### src/rtl/pc_pkg.sv
// Shared types and helpers for the fetch-stage program counter.
package pc_pkg;

    // Where the most recent PC update came from.
    typedef enum logic [1:0] {
        PC_SEQ   = 2'd0,
        PC_REDIR = 2'd1,
        PC_TRAP  = 2'd2,
        PC_RAS   = 2'd3
    } pc_src_t;

    // Default PC after reset.
    localparam logic [31:0] PC_DEFAULT_RESET_VECTOR = 32'h0000_0000;

    // Low address bits that must be zero for an instruction of the given size:
    // bit 0 for compressed (2-byte) fetch, bits [1:0] for 4-byte fetch.
    function automatic logic [1:0] align_low_mask(input int unsigned instr_bytes);
        return (instr_bytes == 2) ? 2'b01 : 2'b11;
    endfunction

endpackage

### src/rtl/return_address_stack.sv
// Circular return-address stack. The write pointer always addresses the slot
// for the next push, so the top of stack sits one entry below it. When full,
// that slot holds the oldest entry, which a further push overwrites.
module return_address_stack #(
    parameter int unsigned XLEN      = 32,
    parameter int unsigned RAS_DEPTH = 4
)(
    input  logic            clk,
    input  logic            reset_n,
    input  logic            push,
    input  logic            pop,
    input  logic            clear,
    input  logic [XLEN-1:0] push_addr,
    output logic [XLEN-1:0] top,
    output logic            empty,
    output logic            overflow
);

    localparam int unsigned PTR_W = $clog2(RAS_DEPTH);
    localparam int unsigned CNT_W = PTR_W + 1;
    localparam logic [CNT_W-1:0] FULL_COUNT = CNT_W'(RAS_DEPTH);

    logic [XLEN-1:0]  mem_q [RAS_DEPTH];
    logic [PTR_W-1:0] wr_ptr_q, wr_ptr_d;
    logic [CNT_W-1:0] count_q, count_d;
    logic             overflow_q, overflow_d;
    logic [PTR_W-1:0] top_idx;
    logic             mem_we;
    logic [PTR_W-1:0] mem_waddr;

    assign top_idx  = wr_ptr_q - 1'b1;
    assign top      = mem_q[top_idx];
    assign empty    = (count_q == '0);
    assign overflow = overflow_q;

    // Next pointer/count/overflow and the memory write port for this cycle.
    always_comb begin
        // NOTE: every output of a combinational block gets a default first, so no path leaves it unassigned and infers a latch.
        wr_ptr_d   = wr_ptr_q;
        count_d    = count_q;
        overflow_d = overflow_q;
        mem_we     = 1'b0;
        mem_waddr  = wr_ptr_q;

        if (clear) begin
            wr_ptr_d = '0;
            count_d  = '0;
        end else if (push && pop && !empty) begin
            // Return followed by a call: replace the top in place.
            mem_we    = 1'b1;
            mem_waddr = top_idx;
        end else if (push) begin
            mem_we   = 1'b1;
            wr_ptr_d = wr_ptr_q + 1'b1;
            if (count_q == FULL_COUNT) begin
                overflow_d = 1'b1;
            end else begin
                count_d = count_q + 1'b1;
            end
        end else if (pop && !empty) begin
            wr_ptr_d = wr_ptr_q - 1'b1;
            count_d  = count_q - 1'b1;
        end
    end

    // Stack bookkeeping registers.
    always_ff @(posedge clk or negedge reset_n) begin
        if (!reset_n) begin
            // NOTE: sequential state is assigned with <= so every register samples the pre-edge values of the others.
            wr_ptr_q   <= '0;
            count_q    <= '0;
            overflow_q <= 1'b0;
        end else begin
            wr_ptr_q   <= wr_ptr_d;
            count_q    <= count_d;
            overflow_q <= overflow_d;
        end
    end

    // Entry storage.
    // NOTE: the storage array has no reset; the count alone says which entries are valid, and leaving it unreset lets it map to plain RAM.
    always_ff @(posedge clk) begin
        if (mem_we) begin
            mem_q[mem_waddr] <= push_addr;
        end
    end

endmodule

### src/rtl/pc_fetch_unit.sv
// Fetch-stage program counter: picks the next PC from trap, redirect,
// predicted return or sequential increment, and aligns taken targets.
module pc_fetch_unit
    import pc_pkg::*;
#(
    parameter int unsigned     XLEN         = 32,
    parameter logic [XLEN-1:0] RESET_VECTOR = XLEN'(PC_DEFAULT_RESET_VECTOR),
    parameter int unsigned     INSTR_BYTES  = 4,
    parameter int unsigned     RAS_DEPTH    = 4
)(
    input  logic            clk,
    input  logic            reset_n,
    input  logic            pc_write,
    input  logic            trap_valid,
    input  logic [XLEN-1:0] trap_vector,
    input  logic            redirect_valid,
    input  logic [XLEN-1:0] redirect_target,
    input  logic            ras_push,
    input  logic [XLEN-1:0] ras_push_addr,
    input  logic            ras_pop,
    output logic [XLEN-1:0] pc_current,
    output logic [XLEN-1:0] pc_seq,
    output logic [1:0]      pc_src,
    output logic            ras_empty,
    output logic            ras_overflow,
    output logic            misalign_err
);

    localparam logic [XLEN-1:0] PC_INC   = XLEN'(INSTR_BYTES);
    localparam logic [1:0]      LOW_MASK = align_low_mask(INSTR_BYTES);

    logic [XLEN-1:0] pc_q, pc_d;
    pc_src_t         src_q, src_d;
    logic            misalign_q, misalign_d;

    logic [XLEN-1:0] ras_top;
    logic            ras_push_en;
    logic            ras_pop_en;
    logic            take_target;
    logic [XLEN-1:0] target;

    // A trap flushes the stack and drops same-cycle calls/returns; otherwise
    // calls and returns follow the stall.
    assign ras_push_en = ras_push && pc_write && !trap_valid;
    assign ras_pop_en  = ras_pop  && pc_write && !trap_valid;

    return_address_stack #(
        .XLEN      (XLEN),
        .RAS_DEPTH (RAS_DEPTH)
    ) u_ras (
        .clk       (clk),
        .reset_n   (reset_n),
        .push      (ras_push_en),
        .pop       (ras_pop_en),
        .clear     (trap_valid),
        .push_addr (ras_push_addr),
        .top       (ras_top),
        .empty     (ras_empty),
        .overflow  (ras_overflow)
    );

    assign pc_seq       = pc_q + PC_INC;
    assign pc_current   = pc_q;
    assign pc_src       = src_q;
    assign misalign_err = misalign_q;

    // Priority mux for the next PC, with alignment of non-sequential targets.
    always_comb begin
        pc_d        = pc_q;
        src_d       = src_q;
        take_target = 1'b0;
        target      = '0;

        if (trap_valid) begin
            take_target = 1'b1;
            target      = trap_vector;
            src_d       = PC_TRAP;
        end else if (redirect_valid) begin
            take_target = 1'b1;
            target      = redirect_target;
            src_d       = PC_REDIR;
        end else if (pc_write && ras_pop && !ras_empty) begin
            take_target = 1'b1;
            target      = ras_top;
            src_d       = PC_RAS;
        end else if (pc_write) begin
            pc_d  = pc_seq;
            src_d = PC_SEQ;
        end

        misalign_d = take_target && ((target[1:0] & LOW_MASK) != 2'b00);
        if (take_target) begin
            pc_d      = target;
            pc_d[1:0] = target[1:0] & ~LOW_MASK;
        end
    end

    // PC, source and misalignment pulse registers.
    always_ff @(posedge clk or negedge reset_n) begin
        if (!reset_n) begin
            pc_q       <= RESET_VECTOR;
            src_q      <= PC_SEQ;
            misalign_q <= 1'b0;
        end else begin
            pc_q       <= pc_d;
            src_q      <= src_d;
            misalign_q <= misalign_d;
        end
    end

endmodule

### config.mk
export PLATFORM = sky130hd
export DESIGN_NAME = pc_fetch_unit
export DESIGN_NICKNAME = d
export VERILOG_FILES = /design/src/rtl/pc_pkg.sv /design/src/rtl/return_address_stack.sv /design/src/rtl/pc_fetch_unit.sv
export SDC_FILE = /design/constraint.sdc
export NUM_CORES = 1
export LEC_CHECK = 0
export CAP_MARGIN = 20
export CORE_MARGIN = 2
export CORE_UTILIZATION = 28
export DETAILED_ROUTE_END_ITERATION = 10
export SETUP_SLACK_MARGIN = 0.1
export SLEW_MARGIN = 15
export SYNTH_ARGS = -nofsm -noshare
export SYNTH_HDL_FRONTEND = slang
export SYNTH_HIERARCHICAL = 1
export SYNTH_SLANG_ARGS = --single-unit
### constraint.sdc
create_clock -name clk -period 4.2 [get_ports clk]
set_input_delay 0.42 -clock clk [delete_from_list [all_inputs] [get_ports clk]]
set_output_delay 0.42 -clock clk [all_outputs]
set_load 0.01 [all_outputs]
==> results of run 1 <==
## registers in the layout (all words and copies together), names as in the netlist
register,count
pc_current,30
pc_src,2
u_ras/wr_ptr_q,2
misalign_err,1
u_ras/mem_q,128
u_ras/count_q,3
u_ras/overflow,1
## cells in the final DEF, fill, tap and decap left out, drive strengths merged, types with 3 or more instances in the layout
master / count
nand3: 23
nor2: 31
dfrtp: 39
o21a: 6
nor3: 12
o22ai: 9
nand2b: 3
and3: 10
conb: 4
edfxtp: 128
a31oi: 4
o311ai: 5
a21oi: 26
clkbuf: 18
nand3b: 4
o31ai: 3
nor4: 9
or3: 4
o221ai: 3
o221a: 3
mux4: 32
clkinv: 7
o21ai: 31
a221oi: 8
nand4: 6
clkdlybuf4s50: 165
buf: 15
nand2: 39
a221o: 6
inv: 23
xor2: 15
xnor2: 16
a22oi: 13
## how the worst min path moves through the flow
stage | startpoint | slack, ns | to
2_1_floorplan | reset_n | 0.12 | misalign_err
3_3_place_gp | u_ras/overflow | 0.54 | u_ras/overflow
5_1_grt | reset_n | 0.41 | pc_current[10]
3_5_place_dp | u_ras/overflow | 0.52 | u_ras/overflow
4_1_cts | reset_n | 0.18 | pc_current[11]
6_report | reset_n | 0.40 | pc_current[11]
## kinds of logic (layout without fill, tap and decap cells)
kind of cell	count (synthesis)	after routing	share of synthesized area, %
other	1	6	0.0457
buffers and inverters	69	229	3.89
AOI/OAI and AO/OA	143	143	12.5
DFF	167	167	58.8
and+or+nand+nor	158	158	11.9
xor gates and xnor gates	31	31	3.40
adders and majority gates	2	2	0.397
muxes	34	34	9.06
## synthesized netlist by cell type (3+ instances only)
master      n  area, sq um
a22oi_1    13         97.6
o221ai_1    3         26.3
inv_1      18         67.6
nor2_1     30          113
nor4_4      5          106
nand3_1    22          110
nand4_1     3         18.8
xnor2_1    16          140
a221o_1     6         60.1
and3_1      9         56.3
edfxtp_1  128         3840
o22ai_1     9         56.3
mux4_2     32          721
nand2_1    37          139
dfrtp_1    39          976
buf_2      21          105
buf_1       4         15.0
a21oi_1    26          130
xor2_1     14          123
nor3_1     11         55.1
o21a_1      6         45.0
buf_4       7         52.6
o311ai_0    3         26.3
o21ai_0    27          135
a221oi_1    8         70.1
clkbuf_1   18         67.6
o21ai_1     4         20.0
nand2b_1    3         18.8
a31oi_1     4         25.0
nand3b_1    4         30.0
## per-stage QoR
step                instances  hold slack, ns  worst slack (ns)  area, sq um  util, %
floorplan                 608           0.124             0.360         8210        -
global placement         1119           0.539              1.06        10200     35.5
detailed placement       1119           0.524             0.995        10200     35.5
CTS                      1149           0.185             0.845        10800     37.4
global route             1153           0.411             0.617        10800     37.5
finish                   1154           0.405             0.823        10800     37.5
## report_power, final
group	switching [mW]	internal [mW]
combinational	0.306	0.369
sequential	0.105	1.83
clock	0.656	0.759
## layer usage
layer  global-route usage, %  up-vias  wire length (um)
met2                    24.7      215             11400
met5                       0        -                30
met3                    4.16       36              1610
li1                        -     2669                 -
met4                    5.69        4               661
met1                    20.5     2887             10300
## area by class of cell
type                       count  share of cell area, %
multi-input combinational    372                   28.7
sequential                   167                   44.6
clock buffer                  18                   3.97
inverter                      18                  0.625
tap                          384                   4.45
antenna                        2                 0.0463
clock inverter                12                  0.869
timing repair buffer         181                   16.7
## worst reg2reg max path: stages (launching register included)
cell and delay (ns):
dfrtp_2 0.88, buf_4 0.42, mux4_2 0.56, a22oi_1 0.30
nor2_1 0.07, a221oi_1 0.22, o21ai_0 0.12
## what timing repair did
| action | in CTS | in global routing |
|---|---|---|
| hold endpoints to repair | 0 | 9 |
| hold buffers | 0 | 1 |
| endpoints found under the setup margin | 0 | 0 |
==> flow_summary.ini, run 1 <==
[run_status]
status = finished clean

[logic_synthesis]
synth_edf_count = 128
synth_cell_type_count = 85
yosys_register_bits = 167
netlist_instances = 605
synth.cell_area_sq_mm = 0.00820
synthArstFlopShare_pct = 23.4
synth.yosys.seq_area_share_pct = 58.8
ys.flop_type = edfxtp_1
synth.avg_cell_area_sq_um = 13.6
yosys_warnings = 6

[grt]
overflow = 0
grt_pass1_vias = 5748
antenna_found_initial = 4
grt_usage_pct = 15.6
grt_start_max_net_pins = 65
grt_pass1_wl_mm = 35.8

[timing]
hold_violations = 0
max_freq_mhz = 296
final_max_slew_viol_count = 0
tightest_slew_ns = 0.796
fin_tns_setup_ns = 0
fin_crit_ns = 3.38
skew_ns = 0.00904
rsz0062_at_grt = false
post-route-period-util_pct = 80.4
slew_headroom_pct = 46.9
setup_viol = 0

[worst_setup_path]
crit_arrival_ns = 2.96
critPathTopFamily = simple AND/OR/NAND/NOR gates
endpoint_kind = output port
cp_slowest_cell = nor3_1
reg2reg_slack_ns = 1.51
critPathMaxFanout = 13
crit_path_max_incr_delay_ns = 0.58
r2r_cells = 6
setup.worst_path.start = pc_current[2]
crit_end = pc_seq[18]
timing.rr.start = u_ras/wr_ptr_q[0]
crit_required_ns = 3.78
worstPathCellList = ha_1, nand2_1, nor3_1, xor2_1, clkdlybuf4s50_1
r2r_end = pc_current[9]
start_kind = flip-flop
crit_buf_inv = 1
critical_path_depth = 5
critPathKind = reg -> out

[floorplanning]
coreArea_sq_mm = 0.0288
dieWidth_um = 175
dieArea_sq_mm = 0.0307
rows = 62
start_util_pct = 28.5
die_h_um = 175
pin_count = 172

[cts]
cts.clk_slew.worst_paths_ns = 0.07
cts_htree_levels = 4
post_cts_buffers = 0
ctsResizeCount = 0
numCtsBuffers = 17
cts_buffer_depth = 2
cts_root_buf = clkbuf_16
clk-insertion-delay-late_ns = 0.42
clock-sinks = 167
cts_tree = built

[power_and_ir_drop]
fin_total_pwr_mw = 4.03
ir_drop_uv = 267
power_leakage_nw = 3.64
cellPowerDensity_mw_per_mm2 = 373

[cells_and_area]
n_fill_cell = 2713
drive_gt1_share_pct = 14.1
seqCellArea_sq_mm = 0.00482
fin_nets = 862
area_growth_syn_to_layout_pct = 31.7
multiInputGateArea_sq_mm = 0.00310

[drt]
initialDrtViolationCount = 671
ant_nets = 0
vias_per_cell = 5.04
drc = 0
wl_per_cell_um = 20.8
via_count = 5811
routed_wirelength_mm = 24.0
drt_first_pass_iters = 7

[hold_path]
hold_path.class = in -> async

[placement]
gp_congestion = 0.831
io_buffers = 167
dpl.hpwl_mm = 17.7

[job]
drv_cap = 0
Power figures use the tool's default switching activity.
==> run 2, diff against run 1 <==
==> constraint.sdc (replaced) <==
create_clock -name clk -period 3.3 [get_ports clk]
set_input_delay 0.33 -clock clk [delete_from_list [all_inputs] [get_ports clk]]
set_output_delay 0.33 -clock clk [all_outputs]
set_load 0.01 [all_outputs]
==> flow_summary.ini, run 2 (same netlist as run 1, synthesis figures left out) <==
[cts]
cts_htree_levels = 4
clk-insertion-delay-late_ns = 0.43
cts_root_buf = clkbuf_16
clock-sinks = 167
numCtsBuffers = 17
cts_tree = built
cts_buffer_depth = 2
cts.clk_slew.worst_paths_ns = 0.08

[job]
drv_cap = 0

[drt]
drc = 0
routed_wirelength_mm = 24.5
ant_nets = 0
wl_per_cell_um = 21.0
via_count = 5878
vias_per_cell = 5.04
initialDrtViolationCount = 471
drt_first_pass_iters = 5

[worst_setup_path]
critPathKind = reg -> out
crit_required_ns = 2.97
crit_arrival_ns = 2.77
start_kind = flip-flop
endpoint_kind = output port
critPathMaxFanout = 11

[cells_and_area]
drive_gt1_share_pct = 17.1
top_register = u_ras/mem_q
fin_cells = 1167
diodes = 0
largest_reg_flops = 128
n_fill_cell = 2701
area_growth_syn_to_layout_pct = 34.6
fin_nets = 875
post-route-util_pct = 38.4
final_cell_mix = 165 x clkdlybuf4s50_1, 128 x edfxtp_1, 36 x nand2_1
final_common_cell = clkdlybuf4s50_1

[timing]
max_freq_mhz = 323
hold_violations = 0
post-route-period-util_pct = 93.9
setup_viol = 0
skew_ns = 0.0119
final_max_slew_viol_count = 0
fin_tns_setup_ns = 0
slew_headroom_pct = 58.8
rsz0062_at_grt = true
tightest_slew_ns = 0.618
fin_crit_ns = 3.10

[floorplanning]
dieArea_sq_mm = 0.0307
coreArea_sq_mm = 0.0288
rows = 62
dieWidth_um = 175
die_h_um = 175
start_util_pct = 28.5
pin_count = 172

[grt]
grt_pass1_vias = 5871
grt_pass1_wl_mm = 36.4
grt_start_max_net_pins = 43
antenna_found_initial = 2
overflow = 0
grt_usage_pct = 15.9

[placement]
gp_congestion = 0.806
io_buffers = 167
dpl.hpwl_mm = 18.3
dp_cells = 1130

[power_and_ir_drop]
cellPowerDensity_mw_per_mm2 = 486
power_leakage_nw = 3.75
ir_drop_uv = 328

[hold_path]
hold_path.class = in -> async

[run_status]
status = finished clean
run 2: final timing paths:
kind | startpoint | to | slack [ns] | cells past startpoint
setup / recovery | pc_current[13] | pc_seq[18] | 0.20 | 5
hold / removal | reset_n | pc_current[11] | 0.35 | 2
setup reg to reg | u_ras/count_q[0] | pc_current[31] | 0.86 | 6
hold reg to reg | u_ras/overflow | u_ras/overflow | 0.48 | 1
max in group asynchronous | reset_n | pc_current[22] | 2.45 | 3
min in group clk | trap_valid | pc_src[1] | 0.35 | 4
run 2: critical path, stage by stage, from the launching register on:
cell and delay, ns:
dfrtp_1 0.54, and3_1 0.33, nand4_4 0.21, nor3_1 0.51, xor2_1 0.19, clkdlybuf4s50_1 0.56
run 2: final cells by class:
cell class	instances	area, sq um	area share [%]
inverters	18	67.6	0.612
repair buffers	194	1920	17.4
clock inverters	15	194	1.76
multi-input cells	372	3130	28.4
flip-flops and latches	167	4830	43.7
well taps	384	480	4.35
clock buffers	17	425	3.85
run 2: per-layer routing:
layer	up-vias	wire, um	GRT usage, %	part of all wire (%)
met5	-	26	0	0.11
li1	2708	-	-	-
met1	2937	10400	20.8	42
met3	26	1570	4.00	6.4
met2	203	12100	26.3	49
met4	4	408	4.41	1.7
run 2: what timing repair did:
action,in CTS,in global routing
hold buffers,0,1
setup endpoints to repair,1,11
pin swaps,0,1
gates cloned,0,0
buffers inserted,0,3
endpoints found under the hold margin,0,12
gates resized for setup,1,9
run 2: power by group:
group / switching (mW) / total (mW) / internal [mW]
sequential: 0.123 / 2.46 / 2.33
combinational: 0.405 / 0.884 / 0.479
clock: 0.984 / 2.02 / 1.04
run 2: per-stage QoR:
step                      power [mW]  hold WS (ns)  worst slack (ns)  instance area [sq um]
final                           5.36         0.350             0.201                  11000
after global routing            5.56         0.367            0.0376                  11000
after CTS                       5.40        0.0954             0.156                  11000
after detailed placement        3.38         0.463             0.458                  10300
after global placement          3.37         0.468             0.505                  10300
after floorplan                 2.88        0.0344             0.249                   8230
==> run 3, diff against run 2 <==
--- a/config.mk
+++ b/config.mk
@@ -9,7 +9,7 @@
 export CORE_MARGIN = 2
 export CORE_UTILIZATION = 28
 export DETAILED_ROUTE_END_ITERATION = 10
-export SETUP_SLACK_MARGIN = 0.1
+export SETUP_SLACK_MARGIN = 0.3
 export SLEW_MARGIN = 15
 export SYNTH_ARGS = -nofsm -noshare
 export SYNTH_HDL_FRONTEND = slang
==> flow_summary.ini, run 3 (same netlist as run 1, synthesis figures left out) <==
[grt]
overflow = 0
antenna_found_initial = 2
grt_usage_pct = 16.0
grt_pass1_wl_mm = 36.6
grt_pass1_vias = 5874
grt_start_max_net_pins = 43

[cts]
cts_buffer_depth = 2
cts_tree = built
numCtsBuffers = 17
clk-insertion-delay-late_ns = 0.43
cts_root_buf = clkbuf_16
cts.clk_slew.worst_paths_ns = 0.07
cts_htree_levels = 4
clock-sinks = 167

[cells_and_area]
fin_cells = 1198
seqCellArea_sq_mm = 0.00485
final_cell_mix = 163 x clkdlybuf4s50_1, 128 x edfxtp_1, 53 x buf_4
largest_reg_flops = 128
diodes = 0
n_fill_cell = 2661
stdcell_area_sq_mm = 0.0114
fin_nets = 906
multiInputGateArea_sq_mm = 0.00319
final_common_cell = clkdlybuf4s50_1
post-route-util_pct = 39.5
top_register = u_ras/mem_q
drive_gt1_share_pct = 23.2
area_growth_syn_to_layout_pct = 38.5

[drt]
drc = 0
drt_first_pass_iters = 5
vias_per_cell = 5.03
via_count = 6022
initialDrtViolationCount = 595
ant_nets = 0
routed_wirelength_mm = 24.8
wl_per_cell_um = 20.7

[power_and_ir_drop]
switching_share_pct = 28.1
p_int_mw = 3.91
clkPwrFrac_pct = 37.1
switchingPower_mw = 1.53
power_leakage_nw = 3.93
fin_total_pwr_mw = 5.44
ir_drop_uv = 330
p_comb_share_pct = 17.8
cellPowerDensity_mw_per_mm2 = 479
p_seq_share_pct = 45.0

[worst_setup_path]
critPathKind = reg -> out
r2r_end = pc_current[31]
start_kind = flip-flop
reg2reg_slack_ns = 0.86
cp_slowest_cell = clkdlybuf4s50_1
setup.worst_path.start = pc_current[2]
timing.rr.start = u_ras/count_q[0]
worstPathCellList = ha_4, nand2_2, buf_4, nor3_1, and3_1, xnor2_1, clkdlybuf4s50_1
crit_path_max_incr_delay_ns = 0.58
endpoint_kind = output port
critPathMaxFanout = 7
crit_buf_inv = 2
crit_arrival_ns = 2.60
critPathTopFamily = buffers and inverters
r2r_cells = 6
crit_required_ns = 2.97

[hold_path]
hold_path.class = in -> async

[placement]
dpl.hpwl_mm = 18.3
place_ws_ns = 0.458
dp_cells = 1130
io_buffers = 167
gp_congestion = 0.806
placed_area_sq_mm = 0.0103

[timing]
setup_viol = 0
tightest_slew_ns = 0.628
max_freq_mhz = 341
hold_ws_ns = 0.351
fin_crit_ns = 2.93
slew_headroom_pct = 58.2
rsz0062_at_grt = true
hold_violations = 0
fin_tns_setup_ns = 0
post-route-period-util_pct = 88.9
skew_ns = 0.0117
finalWorstSetupSlack_ns = 0.366
final_max_slew_viol_count = 0

[run_status]
status = finished clean

[floorplanning]
dieWidth_um = 175
rows = 62
dieArea_sq_mm = 0.0307
coreArea_sq_mm = 0.0288
start_util_pct = 28.5
pin_count = 172
die_h_um = 175

[job]
drv_cap = 0
## run 3: cell count changes in the layout (fill, tap and decap cells not counted), sizes merged
| cell | before | now |
|---|---|---|
| buf | 28 | 59 |
| dlymetal6s2s | 0 | 2 |
| clkdlybuf4s50 | 165 | 163 |
## run 3: repair_timing
action	in CTS	in global routing
hold buffers	0	1
endpoints found under the setup margin	13	15
pin swaps	1	3
buffers inserted	1	33
hold endpoints to repair	0	12
cloned	0	0
resized for setup	20	20
## run 3: layer usage
layer  GRT usage (%)  up-vias  routed length (um)
li1                -     2763                   -
met1            20.9     3031               10600
met2            26.4      196               12200
met3            4.00       28                1460
met4            4.41        4                 437
met5               0        -                  26
## run 3: power by group through the flow
stage	logic, mW	clock network (mW)	registers [mW]
5_1_grt	1.05	2.14	2.46
4_1_cts	0.891	2.06	2.46
2_1_floorplan	0.420	0	2.46
3_5_place_dp	0.883	0	2.50
3_3_place_gp	0.876	0	2.50
6_report	0.972	2.02	2.45
## run 3: worst max-delay path by stage
stage                               to  slack, ns  cells after the start
CTS                         pc_seq[24]       0.24                      7
global route                pc_seq[24]       0.22                      7
global placement    u_ras/mem_q[3][27]       0.50                      6
detailed placement   u_ras/mem_q[3][0]       0.46                      6
finish                      pc_seq[24]       0.37                      7
floorplan            u_ras/mem_q[1][0]       0.25                      8
## run 3: cell type report
class | instances | share of cell area [%]
clock buffers | 17 | 3.74
repair buffers | 225 | 19.0
inverters | 18 | 0.595
well taps | 384 | 4.23
multi-input cells | 372 | 28.1
flip-flops and latches | 167 | 42.7
clock inverters | 15 | 1.71
## run 3: worst reg2reg max path, stage by stage (launching register included)
cell and delay, ns:
dfrtp_1 0.50, nor3_1 0.48, nand2b_1 0.19, and3_1 0.56, a221oi_1 0.21, o21ai_1 0.22
o2bb2a_4 0.17
